===== config.mk =====
export PLATFORM = sky130hd
export DESIGN_NAME = mcdf_arbiter
export DESIGN_NICKNAME = d
export VERILOG_FILES = /design/src/rtl/mcdf_pkg.sv /design/src/rtl/mcdf_arb_prio_sel.sv /design/src/rtl/mcdf_arbiter.sv
export SDC_FILE = /design/constraint.sdc
export NUM_CORES = 1
export LEC_CHECK = 0
export BUFFER_PORTS_ARGS = -buffer_cell sky130_fd_sc_hd__buf_2
export CAP_MARGIN = 20
export CORE_UTILIZATION = 49
export DETAILED_ROUTE_END_ITERATION = 10
export PLACE_DENSITY = 0.9
export SYNTH_ARGS = -nofsm -noshare
export SYNTH_HDL_FRONTEND = slang
export SYNTH_HIERARCHICAL = 1
export SYNTH_SLANG_ARGS = --single-unit

===== constraint.sdc =====
create_clock -name clk_i -period 3.3 [get_ports clk_i]
set_input_delay 0.33 -clock clk_i [delete_from_list [all_inputs] [get_ports clk_i]]
set_output_delay 0.33 -clock clk_i [all_outputs]
set_load 0.005 [all_outputs]

===== src/rtl/mcdf_pkg.sv =====
// Shared constants, FSM encoding, packet context and length decode for the MCDF arbiter.
package mcdf_pkg;

    localparam int unsigned CH_NUM  = 3;
    localparam int unsigned DATA_W  = 32;
    localparam int unsigned ID_W    = 2;
    localparam int unsigned PRIO_W  = 2;
    localparam int unsigned CODE_W  = 3;
    localparam int unsigned BEATS_W = 6;

    typedef enum logic [1:0] {
        IDLE  = 2'd0,
        GRANT = 2'd1,
        XFER  = 2'd2
    } arb_state_e;

    // Context of the packet in flight, frozen at grant time.
    typedef struct packed {
        logic [ID_W-1:0]    id;
        logic [BEATS_W-1:0] beats;
    } pkt_ctx_t;

    // Codes above 3 saturate at the largest packet the formatter accepts.
    function automatic logic [BEATS_W-1:0] pkglen_to_beats(input logic [CODE_W-1:0] code);
        logic [BEATS_W-1:0] beats;
        case (code)
            3'd0:    beats = 6'd4;
            3'd1:    beats = 6'd8;
            3'd2:    beats = 6'd16;
            default: beats = 6'd32;
        endcase
        return beats;
    endfunction

endpackage


===== src/rtl/mcdf_arb_prio_sel.sv =====
// Combinational winner select: lowest prio value wins; ties by lowest index,
// or round-robin after the last granted channel when ARB_RR_TIE_EN is defined.
module mcdf_arb_prio_sel
    import mcdf_pkg::*;
(
    input  logic [CH_NUM-1:0]             req_i,
    input  logic [CH_NUM-1:0][PRIO_W-1:0] prio_i,
`ifdef ARB_RR_TIE_EN
    input  logic [ID_W-1:0]               rr_last_i,
`endif
    output logic                          win_vld_c_o,
    output logic [ID_W-1:0]               win_id_c_o
);

    logic [PRIO_W-1:0] min_prio;
    logic              found;
`ifdef ARB_RR_TIE_EN
    logic [ID_W-1:0]   idx;
`endif

    always_comb begin
        min_prio    = '1;
        found       = 1'b0;
        win_id_c_o  = '0;
        win_vld_c_o = |req_i;
`ifdef ARB_RR_TIE_EN
        idx         = '0;
`endif
        for (int i = 0; i < int'(CH_NUM); i++) begin
            if (req_i[i] && (prio_i[i] < min_prio)) begin
                min_prio = prio_i[i];
            end
        end
`ifdef ARB_RR_TIE_EN
        // Search order begins one past the last granted channel.
        for (int k = 1; k <= int'(CH_NUM); k++) begin
            idx = ID_W'((int'(rr_last_i) + k) % int'(CH_NUM));
            if (!found && req_i[idx] && (prio_i[idx] == min_prio)) begin
                found      = 1'b1;
                win_id_c_o = idx;
            end
        end
`else
        for (int i = 0; i < int'(CH_NUM); i++) begin
            if (!found && req_i[i] && (prio_i[i] == min_prio)) begin
                found      = 1'b1;
                win_id_c_o = ID_W'(i);
            end
        end
`endif
    end

endmodule


===== src/rtl/mcdf_arbiter.sv =====
// MCDF channel arbiter: grants one slave FIFO by priority and forwards its packet
// to the formatter. Optional round-robin tie-break under macro ARB_RR_TIE_EN.
module mcdf_arbiter
    import mcdf_pkg::*;
(
    input  logic                clk_i,
    input  logic                rstn_i,
    input  logic                slv0_req_i,
    input  logic                slv1_req_i,
    input  logic                slv2_req_i,
    input  logic                slv0_val_i,
    input  logic                slv1_val_i,
    input  logic                slv2_val_i,
    input  logic [DATA_W-1:0]   slv0_data_i,
    input  logic [DATA_W-1:0]   slv1_data_i,
    input  logic [DATA_W-1:0]   slv2_data_i,
    input  logic [PRIO_W-1:0]   slv0_prio_i,
    input  logic [PRIO_W-1:0]   slv1_prio_i,
    input  logic [PRIO_W-1:0]   slv2_prio_i,
    input  logic [CODE_W-1:0]   slv0_pkglen_i,
    input  logic [CODE_W-1:0]   slv1_pkglen_i,
    input  logic [CODE_W-1:0]   slv2_pkglen_i,
    input  logic                f2a_id_req_i,
    output logic                a2s0_ack_o,
    output logic                a2s1_ack_o,
    output logic                a2s2_ack_o,
    output logic                a2f_val_o,
    output logic [DATA_W-1:0]   a2f_data_o,
    output logic [ID_W-1:0]     a2f_id_o,
    output logic [BEATS_W-1:0]  a2f_pkglen_o
);

    logic [CH_NUM-1:0]             req_v;
    logic [CH_NUM-1:0]             val_v;
    logic [CH_NUM-1:0][PRIO_W-1:0] prio_v;
    logic [CH_NUM-1:0][CODE_W-1:0] code_v;
    logic [CH_NUM-1:0][DATA_W-1:0] data_v;

    assign req_v  = {slv2_req_i, slv1_req_i, slv0_req_i};
    assign val_v  = {slv2_val_i, slv1_val_i, slv0_val_i};
    assign prio_v = {slv2_prio_i, slv1_prio_i, slv0_prio_i};
    assign code_v = {slv2_pkglen_i, slv1_pkglen_i, slv0_pkglen_i};
    assign data_v = {slv2_data_i, slv1_data_i, slv0_data_i};

    arb_state_e         state_q, state_d;
    pkt_ctx_t           ctx_q, ctx_d;
    logic [BEATS_W-1:0] cnt_q, cnt_d;
    logic [CH_NUM-1:0]  ack_q, ack_d;
    logic               val_q, val_d;
    logic [DATA_W-1:0]  data_q, data_d;

    logic               win_vld_c;
    logic [ID_W-1:0]    win_id_c;
    logic               g_val_c;
    logic [DATA_W-1:0]  g_data_c;

`ifdef ARB_RR_TIE_EN
    logic [ID_W-1:0]    rr_last_q, rr_last_d;
`endif

    mcdf_arb_prio_sel u_prio_sel (
        .req_i       (req_v),
        .prio_i      (prio_v),
`ifdef ARB_RR_TIE_EN
        .rr_last_i   (rr_last_q),
`endif
        .win_vld_c_o (win_vld_c),
        .win_id_c_o  (win_id_c)
    );

    // Only the granted channel's beat stream is ever observed.
    assign g_val_c  = val_v[ctx_q.id];
    assign g_data_c = data_v[ctx_q.id];

    always_comb begin
        state_d = state_q;
        ctx_d   = ctx_q;
        cnt_d   = cnt_q;
        ack_d   = '0;
        val_d   = 1'b0;
        data_d  = data_q;
`ifdef ARB_RR_TIE_EN
        rr_last_d = rr_last_q;
`endif
        unique case (state_q)
            IDLE: begin
                if (f2a_id_req_i && win_vld_c) begin
                    state_d         = GRANT;
                    ctx_d.id        = win_id_c;
                    ctx_d.beats     = pkglen_to_beats(code_v[win_id_c]);
                    ack_d[win_id_c] = 1'b1;
`ifdef ARB_RR_TIE_EN
                    rr_last_d       = win_id_c;
`endif
                end
            end
            GRANT: begin
                state_d = XFER;
            end
            XFER: begin
                if (g_val_c) begin
                    val_d  = 1'b1;
                    data_d = g_data_c;
                    if ((cnt_q + 6'd1) == ctx_q.beats) begin
                        cnt_d   = '0;
                        state_d = IDLE;
                    end else begin
                        cnt_d = cnt_q + 6'd1;
                    end
                end
            end
            default: begin
                state_d = IDLE;
            end
        endcase
    end

    always_ff @(posedge clk_i or negedge rstn_i) begin
        if (!rstn_i) begin
            state_q <= IDLE;
            ctx_q   <= '0;
            cnt_q   <= '0;
            ack_q   <= '0;
            val_q   <= 1'b0;
            data_q  <= '0;
        end else begin
            state_q <= state_d;
            ctx_q   <= ctx_d;
            cnt_q   <= cnt_d;
            ack_q   <= ack_d;
            val_q   <= val_d;
            data_q  <= data_d;
        end
    end

`ifdef ARB_RR_TIE_EN
    // Resets to the last channel so the first tie resolves to channel 0.
    always_ff @(posedge clk_i or negedge rstn_i) begin
        if (!rstn_i) begin
            rr_last_q <= ID_W'(CH_NUM - 1);
        end else begin
            rr_last_q <= rr_last_d;
        end
    end
`endif

    assign a2s0_ack_o   = ack_q[0];
    assign a2s1_ack_o   = ack_q[1];
    assign a2s2_ack_o   = ack_q[2];
    assign a2f_val_o    = val_q;
    assign a2f_data_o   = data_q;
    assign a2f_id_o     = ctx_q.id;
    assign a2f_pkglen_o = ctx_q.beats;

endmodule


== After elaboration in Yosys (flattened, before gate mapping) ==
Index checks and enable logic that the tools add are counted.

* Equal/unequal tests: 11
* Multiplexer cells: 25
* Reduce and logical (&&, ||, !) cells: 18
* $add $sub $neg: 1
* Magnitude comparators: 6

{| class="wikitable"
|+ Operators by type and width
! cell !! number
|-
| binary-select mux 32 bit (select 2 bit) || 1
|-
| 2-to-1 mux 32 bit || 1
|-
| case mux 6 bit (3 select lines) || 1
|-
| 2-to-1 mux 2 bit || 7
|-
| logical AND 1 bit || 10
|-
| 2-to-1 mux 3 bit || 3
|-
| 2-to-1 mux 1 bit || 7
|-
| adder 6 x 1 -> 6 bit (second input constant) || 1
|-
| binary-select mux 3 bit (select 2 bit) || 1
|-
| equality test 2 bit || 3
|-
| equality test 6 bit || 1
|-
| < comparator 2 x 3 -> 1 bit (second input constant) || 2
|-
| 2-to-1 mux 6 bit || 1
|-
| != test 2 bit (second input constant) || 3
|-
| case mux 2 bit (3 select lines) || 1
|-
| < comparator 2 bit || 2
|-
| AND reduction 2 bit || 2
|-
| equality test 3 x 1 -> 1 bit (second input constant) || 1
|-
| equality test 3 x 2 -> 1 bit (second input constant) || 1
|-
| logical NOT 3 bit || 1
|-
| AND reduction 3 bit || 1
|-
| OR reduction 3 bit || 1
|-
| binary-select mux 1 bit (select 2 bit) || 1
|-
| demux 1 bit (select 2 bit) || 1
|-
| other kinds (6) || 7
|}

* Input port bits: 120
* Flip-flop bits (word level): 52
* Output and inout bits: 44
* Word-level logic and storage cells: 68

== Logic depth before layout (Yosys ltp) ==
* Word-level depth: 26
* Depth in mapped cells: 20
* Mapped depth without buffers: 19

== Hierarchy ==
Netlist, hierarchy kept.

{| class="wikitable"
|+ Modules (own cells, without submodules)
! module !! area each (µm²) !! seq. area each (µm²) !! cells each !! instances
|-
| mcdf_arbiter || 2783.9 || 1251.2 || 316 || 1
|-
| mcdf_arb_prio_sel || 331.6 || 0.0 || 39 || 1
|}

== Worst setup path after synthesis ==
Ideal clock, no wire load.

* Path type: input to register
* Start: in slv0_prio_i[1]
* End: reg ctx_q, in the netlist a2f_pkglen_o[2]
* Path buffers: 1
* Arrival time: 3.778 ns
* Stages: 18
* Path slack: -0.574 ns
* Cells stage by stage: nand2b_1 inv_1 ha_1 a21boi_1 o32a_4 inv_1 ha_1 or3b_1 o21ai_4 mux2i_2 xor2_1 a211oi_2 buf_2 mux2i_1 nor2_1 a21o_1 or2_2 o31ai_1

* Cells in the longest elaborated chain, start to end: 24
* Elaborated cells on any way between the ends: 29

{| class="wikitable"
|+ RTL lines
! element !! line !! text
|-
| start, declared || mcdf_arbiter.sv:17 || <nowiki>input logic [PRIO_W-1:0] slv0_prio_i,</nowiki>
|-
| < comparator 2 bit || mcdf_arb_prio_sel.sv:30 || <nowiki>if (req_i[i] && (prio_i[i] < min_prio)) begin</nowiki>
|-
| logical AND 1 bit || mcdf_arb_prio_sel.sv:30 ||
|-
| 2-to-1 mux 2 bit || mcdf_arb_prio_sel.sv:30 ||
|-
| < comparator 2 bit || mcdf_arb_prio_sel.sv:30 ||
|-
| logical AND 1 bit || mcdf_arb_prio_sel.sv:30 ||
|-
| 2-to-1 mux 2 bit || mcdf_arb_prio_sel.sv:30 ||
|-
| < comparator 2 bit || mcdf_arb_prio_sel.sv:30 ||
|-
| logical AND 1 bit || mcdf_arb_prio_sel.sv:30 ||
|-
| (+9 left out) || -- ||
|-
| logical AND 1 bit || mcdf_arb_prio_sel.sv:45 || <nowiki>if (!found && req_i[i] && (prio_i[i] == min_prio)) begin</nowiki>
|-
| logical AND 1 bit (*) || mcdf_arb_prio_sel.sv:45 ||
|-
| 2-to-1 mux 2 bit (*) || mcdf_arb_prio_sel.sv:45 ||
|-
| named net win_id_c[1] || mcdf_arbiter.sv:53 || <nowiki>logic [ID_W-1:0] win_id_c;</nowiki>
|-
| binary-select mux 3 bit (select 2 bit) (*) || mcdf_arbiter.sv:90 || <nowiki>ctx_d.beats = pkglen_to_beats(code_v[win_id_c]);</nowiki>
|-
| 2-to-1 mux 3 bit (not written as such) (*) || mcdf_arbiter.sv:90 ||
|-
| equality test 3 x 2 -> 1 bit, or another cell as far along || mcdf_pkg.sv:26 || <nowiki>case (code)</nowiki>
|-
| case mux 6 bit (3 select lines) (*) || mcdf_pkg.sv:26 ||
|-
| end signal, assigned || mcdf_arbiter.sv:128 || <nowiki>ctx_q <= ctx_d;</nowiki>
|-
| end, declared || mcdf_arbiter.sv:46 || <nowiki>pkt_ctx_t ctx_q, ctx_d;</nowiki>
|}

The timed path passes the listed nets; every way through them passes the cells marked *. The select of a mux whose other input is x is not followed.
A chain may end at the register's enable or synchronous reset.

== Final worst setup path ==
Ends and elaborated chain as after synthesis.

==> summary.txt <==
Outcome
  – Outcome: finished with violations
  – Failing checks: negative setup slack

Floorplan
  – Top Ports: 164
  – Starting Density: 0.5170
  – Site Rows: 28
  – Core area: 6026 um^2
  – Die H: 81.74 um
  – Die area: 6681 um^2
  – Die W: 81.74 um

Placement
  – Gpl congestion: 0.8414
  – DPL Wire Length: 6773 um
  – Port Buffers: 161
  – Dpl cells: 592
  – Placed Area: 4148 um^2

Final layout
  – Ant diodes: 0
  – Fillers: 452
  – Layout Cells excl Fill: 611
  – Layout area overhead: 41.93%
  – Cell area after layout: 4422 um^2
  – Share of cells above drive strength 1: 0.4403
  – Nets: 658

Route
  – Post-DR vias/cell: 5.344
  – Detailed-router iteration count before antenna repair: 4
  – Met3 wire len: 617 um
  – Top sig layer: met4
  – Routed wl met2: 4796 um
  – Routed met1 length: 3319 um
  – Routed WL per cell: 14.69 um
  – Post-route ant nets: 0
  – Drt initial violations: 116
  – Via Count: 3,265
  – Routed Wire Length: 8973 um
  – DRC Markers: 0

Timing
  – Final Setup Violations: 4
  – Pins Over Slew Limit: 0
  – Hold WS: 308.8 ps
  – Fin. Hold Viols: 0
  – Period Utilization, post-route: 1.074
  – Worst slew pin tran: 570.5 ps
  – Total negative slack: -792.8 ps
  – Rel. slew slack: 0.6197
  – Skew final: 21.86 ps
  – Highest clock rate: 0.2821 GHz
  – Unrepaired setup endpoints after global routing: yes
  – Final WS setup: -244.9 ps
  – Min Clock Period, post-route: 3545 ps

Global route
  – Global-route wire length before repair: 12,740 um
  – Grt ovf: 0
  – Vias in the first global route: 2,944
  – Overall fraction of global-route tracks in use: 0.2472
  – Largest net degree at the start of global routing: 51
  – Antenna violations before repair: 0

Critical path
  – Reg2Reg Setup Slack: 1270 ps
  – CP arrival: 3750 ps
  – CP Capture Type: flop
  – WP data required: 3510 ps
  – Worst setup path category: input port to flop
  – Reg2Reg Depth: 5
  – CP Launch Type: input port
  – Crit Path Max Fanout: 4
  – FF-to-FF Start: a2f_id_o[0]
  – Worst r2r dst: a2f_data_o[14]

Yosys
  – Synth warn: 6
  – Post-Synthesis Cells: 355
  – Area contributors post-synth: dfrtp_1, mux2i_1, a21oi_1
  – Leading cell type by number of instances after synthesis: nor2_1
  – Yosys top cell by area: dfrtp_1
  – Top FF cell, synth: dfrtp_1
  – Syn_area_per_cell: 8.776 um^2
  – FFs w/ async S/R, synth: 1.000
  – Mapped cell area: 3115 um^2
  – Count of unique library cells instantiated by Yosys: 48
  – #FFs+latches synth: 50
  – EDFF count, synth: 0
  – List of most frequent post-synthesis cells: nor2_1, a21oi_1, dfrtp_1
  – Sequential area share after synthesis: 0.4016
  – Yosys top cell area share: 0.4016

CTS
  – H-tree depth: 2
  – Total CTS buffers: 5
  – Clk root buf: clkbuf_8
  – CTS tree: yes
  – CTS max path bufs: 2
  – Sink Count: 50
  – Clk Latency, worst-skew pair: 300 ps
  – Clock Pin Slew Worst Setup and Hold Paths: 110 ps

Pwr
  – Leak: 2.137 nW
  – VDD IR max: 375.0 uV
  – Power Dens Cells: 726.0 nW/um^2

Worst hold path
  – Hold path endpoint: a2f_data_o[6]
  – Hold Crit Depth: 3
  – Tightest Hold Check Type: input port to flop
  – Min-delay src: slv1_data_i[6]

Run
  – Max cap viols: 0
[layout make-up]
type / instances / area (um^2) / share of cell area
clock inverter: 3 / 23.77 / 0.005376
sequential: 50 / 1252 / 0.2832
multi-input combinational: 276 / 1829 / 0.4137
timing repair buffer: 198 / 1136 / 0.2569
tap: 75 / 93.84 / 0.02122
clock buffer: 5 / 68.82 / 0.01556
inverter: 4 / 17.52 / 0.003962
[how the worst max path moves through the flow]
stage,endpoint,cells after the start,from,slack [ps]
global route,a2f_pkglen_o[2],19,slv0_prio_i[1],-370
floorplan,a2f_pkglen_o[2],18,slv0_prio_i[1],-340
global placement,a2f_pkglen_o[2],18,slv0_prio_i[1],-520
finish,a2f_pkglen_o[2],19,slv0_prio_i[1],-240
detailed placement,a2f_pkglen_o[2],18,slv0_prio_i[1],-640
CTS,a2f_pkglen_o[2],19,slv0_prio_i[1],-210
[registers in the layout, summed over array words and instances (netlist names)]
name          cells
a2f_data_o       32
state_q           2
a2f_id_o          2
cnt_q             6
ack_q             3
a2f_pkglen_o      4
a2f_val_o         1
[power breakdown]
group          internal [W]  total (W)  switching [W]
clock              0.000152   0.000364       0.000212
sequential         0.000887    0.00107       0.000182
combinational      0.000825    0.00178       0.000953
total               0.00186    0.00321        0.00135
[metal layers]
layer | GRT usage | up-vias
li1 | - | 1583
met1 | 0.2661 | 1531
met2 | 0.4694 | 128
met3 | 0.04222 | 23
met4 | 0.1035 | 0
met5 | 0 | -
[through the flow]
step | setup slack (ps) | util | total power [W]
3_5_place_dp | -635.0 | 0.6883 | 0.002800
5_1_grt | -371.7 | 0.7338 | 0.003479
2_1_floorplan | -342.6 | - | 0.002217
4_1_cts | -206.8 | 0.7157 | 0.003188
6_report | -244.9 | 0.7338 | 0.003210
3_3_place_gp | -523.9 | 0.6858 | 0.002696
[critical path, cell delays in order]
cell and delay (ps):
buf_6 90, nand2b_4 130, inv_2 60, ha_4 190, a21boi_4 130, o32a_4 370
inv_4 60, ha_4 190, or3b_4 390, o21ai_4 90, mux2i_4 330, xor2_2 130
a211oi_2 220, buf_4 170, mux2i_1 180, nor2_1 80, a21o_1 180, or2_4 250
o31ai_4 170
[cell usage in the layout (no fill, tap or decap), types with 3 or more instances in the layout]
cell type / instances
o21ai_1: 4
xnor2_1: 7
a21oi_1: 68
xor2_1: 3
and2_1: 3
nor3_1: 4
buf_4: 30
dfrtp_1: 49
clkbuf_8: 5
nand3_1: 3
nand2_1: 17
nor3b_1: 3
mux2i_1: 39
nor2_1: 74
buf_2: 160
buf_6: 4
and3_1: 3
[timing repair]
item | in CTS | in global routing
hold endpoints to repair | 0 | 9
buffers inserted | 7 | 3
endpoints found under the setup margin | 4 | 4
resized for setup | 8 | 12
hold buffers | 0 | 1
pin swaps | 9 | 9
[cells by family after synthesis]
logic type,share of synthesized area
AOI/OAI and AO/OA,0.1787
buffers and inverters,0.05100
and+or+nand+nor,0.1916
xor gates and xnor gates,0.03092
adders and majority gates,0.01205
DFF,0.4016
other,0.001204
muxes,0.1329
No activity file was read; power rests on OpenSTA's default activity.
